<file path="src/rtl/delay_pipe_drain_pkg.sv">
// rtl/delay_pipe_drain_pkg.sv - shared types, defaults and pointer helper for delay_pipe_drain
//
// Purpose: default configuration of the drain block (pipe latency, width,
// FIFO depth), pointer/count types sized for that default configuration,
// and a pointer increment that wraps explicitly so any depth works.
// Ports: none (package).
package delay_pipe_drain_pkg;

  localparam int unsigned N_DEF     = 5;
  localparam int unsigned W_DEF     = 32;
  // N+2 entries let a credit return in time to keep the loop at full rate.
  localparam int unsigned DEPTH_DEF = N_DEF + 2;

  typedef logic [$clog2(DEPTH_DEF)-1:0]   ptr_t;
  typedef logic [$clog2(DEPTH_DEF+1)-1:0] cnt_t;

  // Wraps at depth-1 rather than at a power of two.
  function automatic int unsigned ptr_inc(input int unsigned ptr, input int unsigned depth);
    return (ptr >= depth - 1) ? 0 : ptr + 1;
  endfunction

endpackage

</file>
<file path="src/rtl/delay_pipe_drain_fifo.sv">
// rtl/delay_pipe_drain_fifo.sv - DEPTH-entry FIFO capturing the delay-pipe output
//
// Purpose: storage, read/write pointers and occupancy count. The head entry
// is read combinationally; a pushed word becomes visible one cycle later.
// A push while full is only accepted when a pop frees the head slot in the
// same cycle; otherwise it is ignored (the caller flags the overflow).
// Ports:
//   clk, rst   clock, synchronous active-low reset (pointers/count only)
//   push_i     write wdata_i at the tail
//   pop_i      remove the head entry
//   wdata_i    data to write
//   rdata_o    head entry data
//   empty_o    count == 0
//   full_o     count == DEPTH
module delay_pipe_drain_fifo
  import delay_pipe_drain_pkg::*;
#(
  parameter int unsigned W     = W_DEF,
  parameter int unsigned DEPTH = DEPTH_DEF
) (
  input  logic         clk,
  input  logic         rst,
  input  logic         push_i,
  input  logic         pop_i,
  input  logic [W-1:0] wdata_i,
  output logic [W-1:0] rdata_o,
  output logic         empty_o,
  output logic         full_o
);

  localparam int unsigned PW = (DEPTH > 1) ? $clog2(DEPTH) : 1;
  localparam int unsigned CW = $clog2(DEPTH + 1);

  logic [W-1:0]  mem_q [DEPTH];
  logic [PW-1:0] wr_ptr_q, wr_ptr_d;
  logic [PW-1:0] rd_ptr_q, rd_ptr_d;
  logic [CW-1:0] cnt_q, cnt_d;
  logic          wr_en;
  logic          rd_en;

  assign empty_o = (cnt_q == '0);
  assign full_o  = (cnt_q == CW'(DEPTH));
  assign rd_en   = pop_i & ~empty_o;
  // When full, the slot under wr_ptr is the head being popped this cycle,
  // so writing it is safe: the head was already read combinationally.
  assign wr_en   = push_i & (~full_o | rd_en);
  assign rdata_o = mem_q[rd_ptr_q];

  always_comb begin
    wr_ptr_d = wr_ptr_q;
    rd_ptr_d = rd_ptr_q;
    cnt_d    = cnt_q;
    if (wr_en) wr_ptr_d = PW'(ptr_inc(32'(wr_ptr_q), DEPTH));
    if (rd_en) rd_ptr_d = PW'(ptr_inc(32'(rd_ptr_q), DEPTH));
    case ({wr_en, rd_en})
      2'b10:   cnt_d = cnt_q + CW'(1);
      2'b01:   cnt_d = cnt_q - CW'(1);
      default: cnt_d = cnt_q;
    endcase
  end

  always_ff @(posedge clk) begin
    if (!rst) begin
      wr_ptr_q <= '0;
      rd_ptr_q <= '0;
      cnt_q    <= '0;
    end else begin
      wr_ptr_q <= wr_ptr_d;
      rd_ptr_q <= rd_ptr_d;
      cnt_q    <= cnt_d;
    end
  end

  // Storage is deliberately not reset; contents are don't-care while empty.
  always_ff @(posedge clk) begin
    if (wr_en) mem_q[wr_ptr_q] <= wdata_i;
  end

endmodule

</file>
<file path="src/rtl/delay_pipe_drain.sv">
// rtl/delay_pipe_drain.sv - credit-gated drain FIFO at the output of a fixed-latency delay pipe
//
// Purpose: captures every word leaving a non-stallable delay pipe into a
// FIFO and presents it on a valid/ready interface. A credit counter, one
// credit per FIFO entry, gates the issuer so each word in flight has a slot.
// Ports:
//   clk, rst    clock, synchronous active-low reset
//   issue_vld   issuer wants to launch a word into the delay pipe
//   issue_rdy   a credit is available
//   in, in_vld  delay-pipe output (no backpressure)
//   out,out_vld FIFO head / non-empty
//   out_rdy     consumer accepts the head
//   credits_r   current credit count
//   ovf_r       sticky: push arrived while full with no pop
//   err_r       sticky: issue_vld seen without a credit
module delay_pipe_drain
  import delay_pipe_drain_pkg::*;
#(
  parameter int unsigned N     = N_DEF,
  parameter int unsigned W     = W_DEF,
  parameter int unsigned DEPTH = N + 2
) (
  input  logic                       clk,
  input  logic                       rst,
  input  logic                       issue_vld,
  output logic                       issue_rdy,
  input  logic [W-1:0]               in,
  input  logic                       in_vld,
  output logic [W-1:0]               out,
  output logic                       out_vld,
  input  logic                       out_rdy,
  output logic [$clog2(DEPTH+1)-1:0] credits_r,
  output logic                       ovf_r,
  output logic                       err_r
);

  localparam int unsigned CW = $clog2(DEPTH + 1);

  logic [CW-1:0] credits_q, credits_d;
  logic          ovf_q, ovf_d;
  logic          err_q, err_d;
  logic          issue;
  logic          pop;
  logic          fifo_empty;
  logic          fifo_full;

  assign issue_rdy = (credits_q != '0);
  assign issue     = issue_vld & issue_rdy;
  assign pop       = out_vld & out_rdy;
  assign out_vld   = ~fifo_empty;

  always_comb begin
    // A popped slot becomes a credit one cycle later, through the register.
    credits_d = credits_q - CW'(issue) + CW'(pop);
    ovf_d     = ovf_q | (in_vld & fifo_full & ~pop);
    err_d     = err_q | (issue_vld & ~issue_rdy);
  end

  always_ff @(posedge clk) begin
    if (!rst) begin
      credits_q <= CW'(DEPTH);
      ovf_q     <= 1'b0;
      err_q     <= 1'b0;
    end else begin
      credits_q <= credits_d;
      ovf_q     <= ovf_d;
      err_q     <= err_d;
    end
  end

  assign credits_r = credits_q;
  assign ovf_r     = ovf_q;
  assign err_r     = err_q;

  delay_pipe_drain_fifo #(
    .W     (W),
    .DEPTH (DEPTH)
  ) u_fifo (
    .clk     (clk),
    .rst     (rst),
    .push_i  (in_vld),
    .pop_i   (pop),
    .wdata_i (in),
    .rdata_o (out),
    .empty_o (fifo_empty),
    .full_o  (fifo_full)
  );

endmodule
</file>
<file path="config.mk">
export PLATFORM = sky130hd
export DESIGN_NAME = delay_pipe_drain
export DESIGN_NICKNAME = d
export VERILOG_FILES = /design/src/rtl/delay_pipe_drain_pkg.sv /design/src/rtl/delay_pipe_drain_fifo.sv /design/src/rtl/delay_pipe_drain.sv
export SDC_FILE = /design/constraint.sdc
export NUM_CORES = 1
export LEC_CHECK = 0
export CAP_MARGIN = 20
export CORE_MARGIN = 4
export CORE_UTILIZATION = 23
export DETAILED_ROUTE_END_ITERATION = 10
export GPL_TIMING_DRIVEN = 0
export PLACE_DENSITY_LB_ADDON = 0.15
export SLEW_MARGIN = 30
export SYNTH_ARGS = -nofsm -noshare
export SYNTH_HDL_FRONTEND = slang
export SYNTH_HIERARCHICAL = 1
export SYNTH_SLANG_ARGS = --single-unit
</file>
<file path="constraint.sdc">
create_clock -name clk -period 7.2 [get_ports clk]
set_clock_uncertainty 0.1 [all_clocks]
set_input_delay 1.8 -clock clk [delete_from_list [all_inputs] [get_ports clk]]
set_output_delay 1.8 -clock clk [all_outputs]
set_load 0.05 [all_outputs]
</file>
==> results.sh, run 1 <==
export IMPL_status="finished clean"
export IMPL_worst_ep_arrival_time_ns=3.11
export IMPL_path_class="reg -> out"
export IMPL_leakagePower_nw=3.84
export IMPL_diodes=0
export IMPL_period_share_pct=69.5
export IMPL_cp_required_ns=5.30
export IMPL_ys_seq_area_share_pct=74.4
export IMPL_synth_most_common_cell="edfxtp_1"
export IMPL_finalCriticalPeriod_ns=5.01
export IMPL_firstDrtPassIters=4
export IMPL_cts_sinks=241
export IMPL_grt_pass1_wl_um=34800
export IMPL_fillers=3998
export IMPL_clkTransAtPathRegs_ns=0.06
export IMPL_clockBufferDepth=3
export IMPL_vias_per_cell=4.15
export IMPL_antenna_left=0
export IMPL_post_cts_resize_count=0
export IMPL_syn_to_final_growth_pct=27.7
export IMPL_slew_violations=0
export IMPL_power_density_nw_per_um2=284
export IMPL_routed_wl_um=23500
export IMPL_syn_area_um2=9500
export IMPL_slew_headroom_pct=40.6
export IMPL_clock_latency_ns=0.53
export IMPL_dp_hpwl_um=16000
export IMPL_gr_total_overflow=0
export IMPL_drc_errors=0
export IMPL_end_kind="primary output"
export IMPL_switching_share_pct=26.0
export IMPL_synth_common_cells="224 x edfxtp_1, 45 x nand2_1, 35 x mux2i_1, 35 x o21ai_0, 32 x mux2_2"
export IMPL_total_power_mw=3.45
export IMPL_antenna_found_initial=2
export IMPL_post_cts_buffers=0
export IMPL_maxCapViolCount=0
export IMPL_rsz0062_at_grt="no"
export IMPL_setup_viol=0
export IMPL_grt_pass1_vias=5445
export IMPL_yosysWarnings=6
export IMPL_grt_usage_pct=10.4
export IMPL_synth_distinct_cells=42
export IMPL_register_area_um2=7070
export IMPL_worst_pin_slew_ns=0.891
export IMPL_fp_row_count=74
export IMPL_cts_buffers=28
export IMPL_tritoncts="done"
export IMPL_timing_hold_violations_final=0
export IMPL_ys_seq_elements=241
export IMPL_setup_slack_ns=2.19
export IMPL_io_buffers=75
export IMPL_p_int_mw=2.56
export IMPL_syn_area_per_cell_um2=18.6
export IMPL_vias=5005
export IMPL_clock_fmax_mhz=200
export IMPL_cp_start_kind="flip-flop"
export IMPL_async_flop_share_pct=0
export IMPL_yosysTopAreaCell="edfxtp_1"
export IMPL_fin_nets=700
export IMPL_gp_congestion=0.699
export IMPL_p_comb_share_pct=16.7
export IMPL_ir_drop_mv=0.172
export IMPL_power_frac_clock_pct=37.0
export IMPL_cts_root_buf="clkbuf_16"
export IMPL_synthFlopType="edfxtp_1"
export IMPL_netlist_instances=512
export IMPL_min_path_type="reg -> reg"
export IMPL_p_sw_mw=0.896
export IMPL_drt_iter0_markers=303
export IMPL_power_frac_seq_pct=46.3
export IMPL_hold_buffers=0
export IMPL_pre_cts_slack_ns=2.55
export IMPL_crit_fanout=10
export IMPL_grt_max_degree=18
export IMPL_core_um2=40800
export IMPL_yosys_top_cells_area="edfxtp_1 71%, mux4_2 6.4%, mux2_2 3.8%"
export IMPL_drive_above_1_share_pct=23.7
export IMPL_synthesis_nets=556
export IMPL_start_util_pct=23.3
export IMPL_multi_input_area_um2=2270
export IMPL_htreeDepth=1
export IMPL_wl_per_cell_um=19.4
export IMPL_io_pins=76
export IMPL_die_height_um=211
export IMPL_dieArea_um2=44600
export IMPL_fp_dieW_um=211
export IMPL_synth_top_area_share_pct=70.8
export IMPL_synth_edf_count=224
final timing paths:
kind	slack, ns	start	cells past startpoint	to
min	0.38	err_r	2	err_r
max	2.19	flip-flop	5	out[11]
max reg2reg	4.25	u_fifo/cnt_q[1]	8	u_fifo/mem_q[0][22]
min reg2reg	0.38	err_r	2	err_r
registers in the layout, indices dropped and copies added, names as in the netlist, named ones only:
name	cells
u_fifo/rd_ptr_q	3
u_fifo/mem_q	224
credits_r	3
err_r	1
u_fifo/cnt_q	3
u_fifo/wr_ptr_q	3
ovf_r	1
per-layer routing:
layer | vias to the layer above | GRT usage [%] | share of wire [%]
met5 | - | 0 | 0.12
met4 | 4 | 2.48 | 1.6
met3 | 34 | 2.24 | 4.3
met2 | 88 | 18.0 | 50
met1 | 2581 | 13.3 | 44
li1 | 2298 | - | -
stage by stage:
step	utilization (%)	TNS (ns)	hold slack, ns	instances	instance area [µm²]
2_1_floorplan	-	0	0.370	512	9500
3_3_place_gp	26.7	-307.46	0.344	1119	10900
3_5_place_dp	27.7	0	0.372	1158	11300
4_1_cts	29.7	0	0.383	1207	12100
5_1_grt	29.7	0	0.399	1207	12100
6_report	29.7	0	0.381	1207	12100
cell usage in the layout, fill, tap and decap left out, types with 2 or more instances in the layout:
cell / synthesis / final
ha_1: 5 / 5
buf_4: 3 / 30
nand2b_1: 4 / 4
xnor2_1: 2 / 2
mux4_2: 27 / 27
buf_2: 4 / 11
mux4_1: 5 / 5
a21oi_1: 3 / 3
buf_12: 2 / 2
clkinv_2: 0 / 6
nor2_4: 0 / 2
fa_1: 2 / 2
dfxtp_1: 17 / 17
o21ai_0: 35 / 35
o21ai_1: 5 / 5
clkdlybuf4s50_1: 0 / 75
buf_8: 1 / 3
buf_16: 0 / 3
nor2b_1: 2 / 2
edfxtp_1: 224 / 224
clkbuf_16: 0 / 29
inv_1: 10 / 10
nor3_2: 0 / 4
nor2_1: 4 / 2
and2_1: 3 / 3
nor3_1: 7 / 3
mux2_2: 32 / 32
nand2_1: 45 / 45
o21ai_2: 2 / 2
o211ai_1: 2 / 2
clkbuf_1: 15 / 22
clkinv_1: 0 / 4
mux2i_1: 35 / 35
layout make-up:
cell class	count	share of cell area (%)
clock inverters	12	0.505
well taps	532	5.49
repair buffers	114	9.07
multi-input cells	235	18.7
inverters	10	0.309
plain buffers	26	1.36
clock buffers	37	6.31
flip-flops and latches	241	58.2
critical path, stage by stage, from the launching register on:
cell	delay, ns
dfxtp_1	0.30
buf_2	0.17
clkbuf_1	0.67
mux4_2	0.40
mux2_2	0.31
clkdlybuf4s50_1	0.71
power groups by stage:
stage | clock (mW) | combinational (mW) | sequential [mW]
floorplan | 0 | 0.365 | 1.65
global placement | 0 | 0.571 | 1.63
detailed placement | 0 | 0.590 | 1.63
CTS | 1.32 | 0.592 | 1.60
global route | 1.38 | 0.619 | 1.60
finish | 1.28 | 0.577 | 1.60
cells by family (layout without fill, tap and decap cells):
group                    Yosys count  count (layout)  share of synthesized area, %
AO/OA/AOI/OAI                     54              54                          3.32
multiplexers                      99              99                          15.3
buffers and inverters             36             199                          2.13
AND/OR/NAND/NOR                   72              72                          3.53
XOR/XNOR                           3               3                         0.277
flip-flops                       241             241                          74.4
adder cells (fa/ha/maj)            7               7                          1.08
(Power assumes the default switching activity.)
==> run 2, diff against run 1 <==
Clock period 7.2 ns to 4.7 ns, I/O delays scaled along.
==> run 2 against run 1 <==
Effect of this change: sequential share of layout area grew 0.16 points; die area is the same; final area shrank 0.28%; non-clock buffer count shrank 6; register-to-register slack lost 2.5 ns; hold slack lost 0.018 ns; clock power grew 49%; total power grew 52%; cell count shrank 0.41%; clock-buffer cell count shrank 3; core utilization shrank 0.083 points; largest cell class unchanged.
==> results.sh, run 2 (same netlist as run 1, synthesis figures left out) <==
export IMPL_dieArea_um2=44600
export IMPL_firstDrtPassIters=6
export IMPL_slew_violations=0
export IMPL_vias=4930
export IMPL_clkTransAtPathRegs_ns=0.06
export IMPL_end_kind="primary output"
export IMPL_clock_latency_ns=0.53
export IMPL_syn_to_final_growth_pct=27.4
export IMPL_cp_slowest_cell="clkbuf_1"
export IMPL_tritoncts="done"
export IMPL_cts_sinks=241
export IMPL_cp_required_ns=3.42
export IMPL_io_buffers=75
export IMPL_ir_drop_mv=0.250
export IMPL_final_util_pct=29.6
export IMPL_dp_hpwl_um=15600
export IMPL_drt_met1_wl_um=9620
export IMPL_placed_area_um2=11300
export IMPL_core_um2=40800
export IMPL_antenna_left=0
export IMPL_rsz0062_at_grt="no"
export IMPL_maxCapViolCount=0
export IMPL_wl_met2_um=11500
export IMPL_clock_fmax_mhz=225
export IMPL_largest_reg_flops=224
export IMPL_die_height_um=211
export IMPL_min_path_type="reg -> reg"
export IMPL_grt_pass1_vias=5366
export IMPL_multi_input_area_um2=2280
export IMPL_drt_iter0_markers=233
export IMPL_clockBufferDepth=3
export IMPL_critPathTopFamily="buffers and inverters"
export IMPL_largest_register="u_fifo/mem_q"
export IMPL_final_common_cell="edfxtp_1"
export IMPL_slew_headroom_pct=36.9
export IMPL_routed_wl_um=22600
export IMPL_crit_fanout=10
export IMPL_start_util_pct=23.3
export IMPL_setup_viol=0
export IMPL_fin_nets=693
export IMPL_hold_buffers=0
export IMPL_wl_per_cell_um=18.8
export IMPL_cts_buffers=27
export IMPL_status="finished clean"
export IMPL_finalCriticalPeriod_ns=4.44
export IMPL_fp_row_count=74
export IMPL_top_layer="met5"
export IMPL_cp_start_kind="flip-flop"
export IMPL_htreeDepth=1
export IMPL_wl_met3_um=994
export IMPL_period_share_pct=94.5
export IMPL_fp_dieW_um=211
export IMPL_worst_pin_slew_ns=0.946
export IMPL_gr_total_overflow=0
export IMPL_grt_max_degree=17
export IMPL_antenna_found_initial=2
export IMPL_diodes=0
export IMPL_gp_congestion=0.732
export IMPL_fillers=4002
export IMPL_critPathBufInv=3
export IMPL_drc_errors=0
export IMPL_post_cts_buffers=0
export IMPL_io_pins=76
export IMPL_register_area_um2=7070
export IMPL_worst_path_largest_cell_delay_ns=0.73
export IMPL_layout_common_cells="224 x edfxtp_1, 75 x clkdlybuf4s50_1, 45 x nand2_1, 35 x mux2i_1, 35 x o21ai_0"
export IMPL_worst_ep_arrival_time_ns=3.16
export IMPL_vias_per_cell=4.10
export IMPL_grt_usage_pct=10.0
export IMPL_timing_hold_violations_final=0
export IMPL_path_class="reg -> out"
export IMPL_path_cells="buf_2, clkbuf_1, mux4_2, mux2_2, clkdlybuf4s50_1"
export IMPL_stdcell_area_um2=12100
export IMPL_post_cts_resize_count=0
export IMPL_cts_root_buf="clkbuf_16"
export IMPL_leakagePower_nw=3.81
export IMPL_drive_above_1_share_pct=22.5
export IMPL_grt_pass1_wl_um=33700
export IMPL_power_density_nw_per_um2=433
## run 2: changes by cell type in the layout (fill, tap and decap cells not counted), sizes merged
cell,before,now
inv,10,11
clkinv,11,13
bufinv,0,1
buf,50,44
clkbuf,52,49
## run 2: power by group
| part | switching [mW] | internal (mW) | total, mW | leakage, nW |
|---|---|---|---|---|
| registers | 0.0337 | 2.41 | 2.45 | 2.18 |
| logic | 0.514 | 0.365 | 0.880 | 1.24 |
| clock network | 0.803 | 1.11 | 1.91 | 0.392 |
## run 2: path summary, 6_finish.rpt
| check | start | endpoint | slack (ns) | depth (start not counted) |
|---|---|---|---|---|
| worst max-delay path | flip-flop | out[11] | 0.26 | 5 |
| worst min-delay path | err_r | err_r | 0.36 | 2 |
| worst max register to register | u_fifo/cnt_q[1] | u_fifo/mem_q[4][12] | 1.78 | 8 |
| worst min register to register | err_r | err_r | 0.36 | 2 |
## run 2: worst reg2reg max path, cell delays in order, from the launching register on
cell and delay [ns]:
dfxtp_1 0.50, nor3_1 0.11, nand2b_1 0.20, inv_1 0.23
o21a_1 0.27, nand2_1 0.18, nor3_2 0.55, buf_4 0.28
buf_4 0.20
## run 2: per-layer routing
layer,vias to the layer above,global-route usage [%]
met5,-,0
met4,4,2.46
met3,41,2.17
met2,93,17.7
met1,2511,12.6
li1,2281,-
## run 2: metrics by stage
step	hold WS [ns]	setup TNS (ns)	cells	power [mW]	setup slack [ns]
floorplan	0.370	0	512	3.08	0.200
global placement	0.336	-539.86	1119	3.37	-3.36
detailed placement	0.355	0	1152	3.39	0.780
CTS	0.367	0	1202	5.34	0.203
global route	0.391	0	1202	5.48	0.132
finish	0.363	0	1202	5.24	0.261
## run 2: area by class of cell
class	count	share of cell area, %
multi-input combinational	235	18.8
clock buffer	34	5.80
timing repair buffer	108	8.94
tap	532	5.50
inverter	10	0.310
buffer	26	1.36
sequential	241	58.4
clock inverter	16	0.838
